[src/rtl/fall_evt_pkg.sv]
// Shared constants and FSM state type for the falling-edge event reporter.
// Optional per-event timestamps are enabled by defining FALL_EVT_TIMESTAMP_EN.
package fall_evt_pkg;

    localparam int FALL_EVT_WIDTH = 32;
    localparam int FALL_EVT_IDX_W = 5;
    localparam int FALL_EVT_CNT_W = 16;

    typedef enum logic {
        IDLE    = 1'b0,
        PRESENT = 1'b1
    } fall_evt_state_e;

endpackage

[src/rtl/fall_event_reporter_rr_find_first.sv]
// Combinational round-robin selector: lowest set request at or above ptr,
// wrapping to bit 0, found by a double-width masked priority encode.
module rr_find_first
    import fall_evt_pkg::*;
#(
    parameter int WIDTH = FALL_EVT_WIDTH,
    parameter int IDX_W = FALL_EVT_IDX_W
) (
    input  logic [WIDTH-1:0] req,
    input  logic [IDX_W-1:0] ptr,
    output logic             found,
    output logic [IDX_W-1:0] idx
);

    logic [2*WIDTH-1:0] dbl;

    always_comb begin
        dbl   = '0;
        found = 1'b0;
        idx   = '0;
        // Lower copy holds only bits at/above ptr; upper copy supplies the wrap.
        for (int i = 0; i < WIDTH; i++) begin
            dbl[i]         = req[i] && (i >= int'(ptr));
            dbl[i + WIDTH] = req[i];
        end
        for (int i = 2 * WIDTH - 1; i >= 0; i--) begin
            if (dbl[i]) begin
                found = 1'b1;
                idx   = (i >= WIDTH) ? IDX_W'(i - WIDTH) : IDX_W'(i);
            end
        end
    end

endmodule

[src/rtl/fall_event_reporter.sv]
// Turns rising capture flags into pending events and drains them round-robin
// over valid/ready. Define FALL_EVT_TIMESTAMP_EN to add the evt_ts output.
module fall_event_reporter
    import fall_evt_pkg::*;
#(
    parameter int WIDTH = FALL_EVT_WIDTH,
    parameter int IDX_W = $clog2(WIDTH),
    parameter int CNT_W = FALL_EVT_CNT_W
) (
    input  logic             clk,
    input  logic             reset,
    input  logic [WIDTH-1:0] cap_in,
    output logic             evt_valid,
    input  logic             evt_ready,
    output logic [IDX_W-1:0] evt_idx,
    output logic [WIDTH-1:0] pending,
    output logic [CNT_W-1:0] evt_count,
    output logic             overflow,
`ifdef FALL_EVT_TIMESTAMP_EN
    output logic [15:0]      evt_ts,
`endif
    output logic             dbg_state
);

    // Handshake: evt_valid/evt_idx stay stable until evt_valid & evt_ready
    // in the same cycle; the event is consumed at that rising edge.
    fall_evt_state_e  state_q, state_d;
    logic [WIDTH-1:0] cap_prev_q, cap_prev_d;
    logic [WIDTH-1:0] pending_q, pending_d;
    logic [IDX_W-1:0] rr_ptr_q, rr_ptr_d;
    logic [IDX_W-1:0] evt_idx_q, evt_idx_d;
    logic [CNT_W-1:0] evt_count_q, evt_count_d;
    logic             overflow_q, overflow_d;

    logic [WIDTH-1:0] new_evt, clr_mask, sel_req;
    logic [IDX_W-1:0] nxt_ptr, sel_ptr, sel_idx;
    logic             hs, sel_found;

    assign hs       = (state_q == PRESENT) && evt_ready;
    assign new_evt  = cap_in & ~cap_prev_q;
    assign clr_mask = hs ? (WIDTH'(1) << evt_idx_q) : '0;
    assign nxt_ptr  = (evt_idx_q == IDX_W'(WIDTH - 1)) ? '0 : evt_idx_q + IDX_W'(1);
    // Only already-pending bits compete; this cycle's new events wait a cycle.
    assign sel_req  = pending_q & ~clr_mask;
    assign sel_ptr  = hs ? nxt_ptr : rr_ptr_q;

    rr_find_first #(.WIDTH(WIDTH), .IDX_W(IDX_W)) u_sel (
        .req   (sel_req),
        .ptr   (sel_ptr),
        .found (sel_found),
        .idx   (sel_idx)
    );

    always_comb begin
        state_d     = state_q;
        cap_prev_d  = cap_in;
        pending_d   = (pending_q & ~clr_mask) | new_evt;
        overflow_d  = overflow_q | (|(new_evt & pending_q & ~clr_mask));
        rr_ptr_d    = rr_ptr_q;
        evt_idx_d   = evt_idx_q;
        evt_count_d = evt_count_q;
        case (state_q)
            IDLE: begin
                if (sel_found) begin
                    evt_idx_d = sel_idx;
                    state_d   = PRESENT;
                end
            end
            PRESENT: begin
                if (hs) begin
                    rr_ptr_d = nxt_ptr;
                    if (evt_count_q != '1) evt_count_d = evt_count_q + CNT_W'(1);
                    if (sel_found) evt_idx_d = sel_idx;
                    else           state_d   = IDLE;
                end
            end
            default: state_d = IDLE;
        endcase
    end

    always_ff @(posedge clk or negedge reset) begin
        if (!reset) begin
            state_q     <= IDLE;
            cap_prev_q  <= '0;
            pending_q   <= '0;
            rr_ptr_q    <= '0;
            evt_idx_q   <= '0;
            evt_count_q <= '0;
            overflow_q  <= 1'b0;
        end else begin
            state_q     <= state_d;
            cap_prev_q  <= cap_prev_d;
            pending_q   <= pending_d;
            rr_ptr_q    <= rr_ptr_d;
            evt_idx_q   <= evt_idx_d;
            evt_count_q <= evt_count_d;
            overflow_q  <= overflow_d;
        end
    end

`ifdef FALL_EVT_TIMESTAMP_EN
    logic [15:0] ts_cnt_q, ts_cnt_d;
    logic [15:0] ts_mem_q [WIDTH];
    logic [15:0] ts_mem_d [WIDTH];

    always_comb begin
        ts_cnt_d = ts_cnt_q + 16'd1;
        // Load when the bit joins pending (fresh or re-armed over a clear);
        // an overflow hit keeps the first stamp.
        for (int i = 0; i < WIDTH; i++) begin
            ts_mem_d[i] = (new_evt[i] && (!pending_q[i] || clr_mask[i])) ? ts_cnt_q : ts_mem_q[i];
        end
    end

    always_ff @(posedge clk or negedge reset) begin
        if (!reset) begin
            ts_cnt_q <= '0;
            for (int i = 0; i < WIDTH; i++) ts_mem_q[i] <= '0;
        end else begin
            ts_cnt_q <= ts_cnt_d;
            for (int i = 0; i < WIDTH; i++) ts_mem_q[i] <= ts_mem_d[i];
        end
    end

    assign evt_ts = ts_mem_q[evt_idx_q];
`endif

    assign evt_valid = (state_q == PRESENT);
    assign evt_idx   = evt_idx_q;
    assign pending   = pending_q;
    assign evt_count = evt_count_q;
    assign overflow  = overflow_q;
    assign dbg_state = state_q;

endmodule

[config.mk]
export PLATFORM = sky130hd
export DESIGN_NAME = fall_event_reporter
export DESIGN_NICKNAME = d
export VERILOG_FILES = /design/src/rtl/fall_evt_pkg.sv /design/src/rtl/fall_event_reporter_rr_find_first.sv /design/src/rtl/fall_event_reporter.sv
export SDC_FILE = /design/constraint.sdc
export NUM_CORES = 1
export LEC_CHECK = 0
export CAP_MARGIN = 25
export CORE_MARGIN = 3
export CORE_UTILIZATION = 49
export CTS_CLUSTER_DIAMETER = 120
export CTS_CLUSTER_SIZE = 12
export DETAILED_ROUTE_END_ITERATION = 16
export PLACE_DENSITY = 0.78
export REMOVE_ABC_BUFFERS = 1
export SLEW_MARGIN = 15
export SYNTH_ARGS = -nofsm -noshare
export SYNTH_HDL_FRONTEND = slang
export SYNTH_SLANG_ARGS = --single-unit
[constraint.sdc]
create_clock -name clk -period 3.3 [get_ports clk]
set_input_delay 0.495 -clock clk [delete_from_list [all_inputs] [get_ports clk]]
set_output_delay 0.495 -clock clk [all_outputs]
set_load 0.02 [all_outputs]
==> run summary <==
## Run status
• finished clean — run status

## Power
• 575 mW/mm² — power density over the cells
• 19.9% — Clock Power Share
• 3.27 nW — static power due to leakage
• 0.655 mV — maximum vdd ir drop
• 31.4% — sequential fraction of design power
• 0.00187 W — switching power summed over all nets
• 48.7% — combinational group share of total power
• 41.4% — switching portion of total power
• 0.00265 W — internal power

## Synthesis
• 594 — instance count of the mapped netlist
• 100% — post-synthesis async set-or-reset flop share
• 0.00537 mm² — post-synthesis instance area
• 0 — number of synthesized flops with an enable pin
• 0 — warnings from Yosys
• 9.04 µm² — mean cell area of the mapped netlist
• 92 — #FFs+latches synth
• dfrtp_1 — cell type with the largest total area after synthesis
• 42.9% — portion of the post-synthesis area used by sequential elements
• dfrtp_1 (43%), o21ai_0 (6.1%), nand2_1 (4.1%), nand2b_1 (3.1%), a21oi_1 (2.4%) — top area cells in the synthesized netlist
• 42.9% — area share of the largest cell type after synthesis
• dfrtp_1 — Synth Flop Type
• 73 — Yosys cell types

## Timing
• no — setup repair after global routing missed its margin
• 727 ps — measured slew at the worst slew-check pin
• 96.5% — fraction of the cycle the final worst path needs
• 15.6 ps — maximum clock skew at final layout
• 51.1% — worst rel slew slack
• 3180 ps — shortest clock period the worst path allows after layout
• 0 — Final Setup Violations
• 0.314 GHz — maximum clock frequency
• 116 ps — crit path setup slack, layout
• 0 — max-slew violation total from the final report
• 0 — Fin. Hold Viols

## Route
• 24.7 µm — average routed wire per standard cell
• 0 — remaining number of nets flagged by the antenna check after routing
• 24200 µm — routed wire length
• 6 — router iterations before antenna repair
• 6.56 — post-detailed-route via-to-cell ratio
• 6418 — vias
• 0 — number of design rule violations left after detail routing
• 806 — First DRT Iteration DRCs

## Finish
• 881 — number of nets in the final layout
• buf_4 — most frequent standard cell in the layout excluding fill and tap cells
• 25.1% — fraction of layout cells with a size suffix above 1
• 46.5% — synthesis-to-layout area growth
• 979 — Post-Layout Cell Count
• buf_4 (158), dfrtp_1 (92), clkdlybuf4s50_1 (89) — top library cells by usage in the layout, fill and taps aside
• 0 — final antenna diode count

## Global route
• 0 — number of antenna violations at the first check in global routing
• 39.2% — combined global-route utilization of all metal layers
• 37200 µm — first-pass GRT wire length
• 6702 — number of global-route vias before repair
• 0 — final global-route overflow total
• 44 — pin count of the biggest net entering global routing

## Setup path
• 3590 ps — Worst EP required
• flop — CP Capture Type
• evt_idx[0]$_DFFE_PN0P_ — Crit Reg-Reg Startpoint
• evt_idx[3]$_DFFE_PN0P_ — Critical Path End
• 520 ps — crit-path max cell delay
• evt_idx[3]$_DFFE_PN0P_ — Reg-to-Reg End
• ha_2 > and3_4 > ha_4 > and4bb_2 > mux2_4 > o21ai_2 > o311a_1 > or4b_4 > or3_1 > a31oi_1 > o31ai_1 — CP cell instances
• 11 — number of cells on the worst reg-to-reg path
• 11 — count of cell instances traversed by the critical path
• 3470 ps — Arr. time, crit path
• 6 — worst-path fanout max
• 0 — number of buffer and inverter stages on the critical path
• simple AND/OR/NAND/NOR gates — family with the most delay on the worst path
• or4b_4 — slowest cell on the critical path
• evt_idx[0]$_DFFE_PN0P_ — launching instance or port of the critical path
• 120 ps — Worst R2R Setup Slack
• flop — category of the worst setup path launch point
• flop to flop — type of the worst setup path

## Floorplan
• 51.1% — starting density of the core
• 37 — count of standard-cell rows
• 111 µm — DIE WIDTH
• 91 — # IOs
• 0.0105 mm² — core area
• 0.0123 mm² — die outline area
• 111 µm — Die Height

## Clocking
• yes — CTS tree
• 92 — total number of clock tree sinks
• 2 — maximum buffer depth of the clock tree
• 3 — number of H-tree levels
• 0 — number of buffers inserted by hold repair at cts
• 110 ps — clock-pin slew of the registers on the worst-case setup and hold paths
• 390 ps — clk_lat worst skew
• 9 — number of buffers added by the clock tree synthesis step
• clkbuf_8 — CTS root buffer

## Job
• 0 — max-cap check violation count

## Placement
• 960 — Cell Count Post-Placement
• 18200 µm — post-DP HPWL
• -138 ps — setup slack at placement
• 1.11 — weighted congestion reported at the end of routability-driven placement
• 90 — buffers added on ports

## Hold path
• input port to asynchronous set/reset pin — Hold Crit Class

cell type report:
cell class | count | area (µm²)
Multi-Input combinational cell | 456 | 2960
Fill cell | 740 | 2640
Tap cell | 136 | 170
Clock inverter | 7 | 97.6
Sequential cell | 92 | 2300
Clock buffer | 9 | 124
Inverter | 31 | 116
Timing Repair Buffer | 248 | 2100
layer usage:
metal | track usage (%) | wire length [µm] | up-vias
met2 | 63.1 | 11100 | 496
met5 | 0 | 0 | -
li1 | - | - | 2725
met3 | 8.30 | 2430 | 126
met1 | 49.0 | 9190 | 3071
met4 | 22.5 | 1460 | 0
stage by stage:
stage	area (µm²)	util, %	power (W)	hold slack (ps)	TNS (ps)
3_3_place_gp	7540	71.7	0.00346	428	-191
5_1_grt	7870	74.9	0.00468	103	0
6_report	7870	74.9	0.00452	71.5	0
2_1_floorplan	5290	-	0.00232	199	-328
4_1_cts	7780	74.0	0.00440	89.0	0
3_5_place_dp	7540	71.7	0.00349	440	-281
synth_stat cells, types with 13 or more instances:
cell and n:
nand3_1 20, nand2_1 58, dfrtp_1 92, xnor2_1 13, a21oi_1 26, o21ai_0 66, nor3_1 24, nand2b_1 27
inv_1 30, o21a_1 14, nor2_1 22, o22ai_1 14
power groups by stage:
stage / clock, W / combinational [W] / sequential (W)
floorplan: 0 / 0.000798 / 0.00152
global placement: 0 / 0.00204 / 0.00141
detailed placement: 0 / 0.00207 / 0.00142
CTS: 0.000895 / 0.00210 / 0.00141
global route: 0.000936 / 0.00231 / 0.00143
finish: 0.000900 / 0.00220 / 0.00142
how the worst min path moves through the flow:
stage / from / endpoint / slack, ps / cells past startpoint
floorplan: reset / cap_prev_q[0]$_DFF_PN0_ / 200 / 0
global placement: cap_prev_q[14]$_DFF_PN0_ / pending[14]$_DFF_PN0_ / 430 / 1
detailed placement: cap_prev_q[9]$_DFF_PN0_ / pending[9]$_DFF_PN0_ / 440 / 1
CTS: reset / cap_prev_q[3]$_DFF_PN0_ / 90 / 1
global route: reset / cap_prev_q[7]$_DFF_PN0_ / 100 / 1
finish: reset / cap_prev_q[3]$_DFF_PN0_ / 70 / 1
timing repair:
action                                  4_1_cts  5_1_grt
endpoints found under the setup margin        2        6
gates resized for setup                       3       20
buffers inserted                              1        2
pin swaps                                     0       10
logic make-up (layout without fill, tap and decap cells):
| group | count (synthesis) | in the layout | share of synthesized area [%] |
|---|---|---|---|
| AO/OA/AOI/OAI | 217 | 217 | 26.7 |
| AND/OR/NAND/NOR | 212 | 212 | 21.7 |
| flip-flops | 92 | 92 | 42.9 |
| buffers and inverters | 46 | 295 | 3.61 |
| adder cells (fa/ha/maj) | 8 | 8 | 1.86 |
| multiplexers | 4 | 4 | 0.792 |
| XOR/XNOR | 15 | 15 | 2.45 |
registers in the layout, indices dropped and copies added, names as in the netlist:
signal / flops
dbg_state: 1
evt_idx: 5
pending: 32
cap_prev_q: 32
overflow: 1
evt_count: 16
rr_ptr_q: 5
No activity file was read; power rests on OpenSTA's default activity.
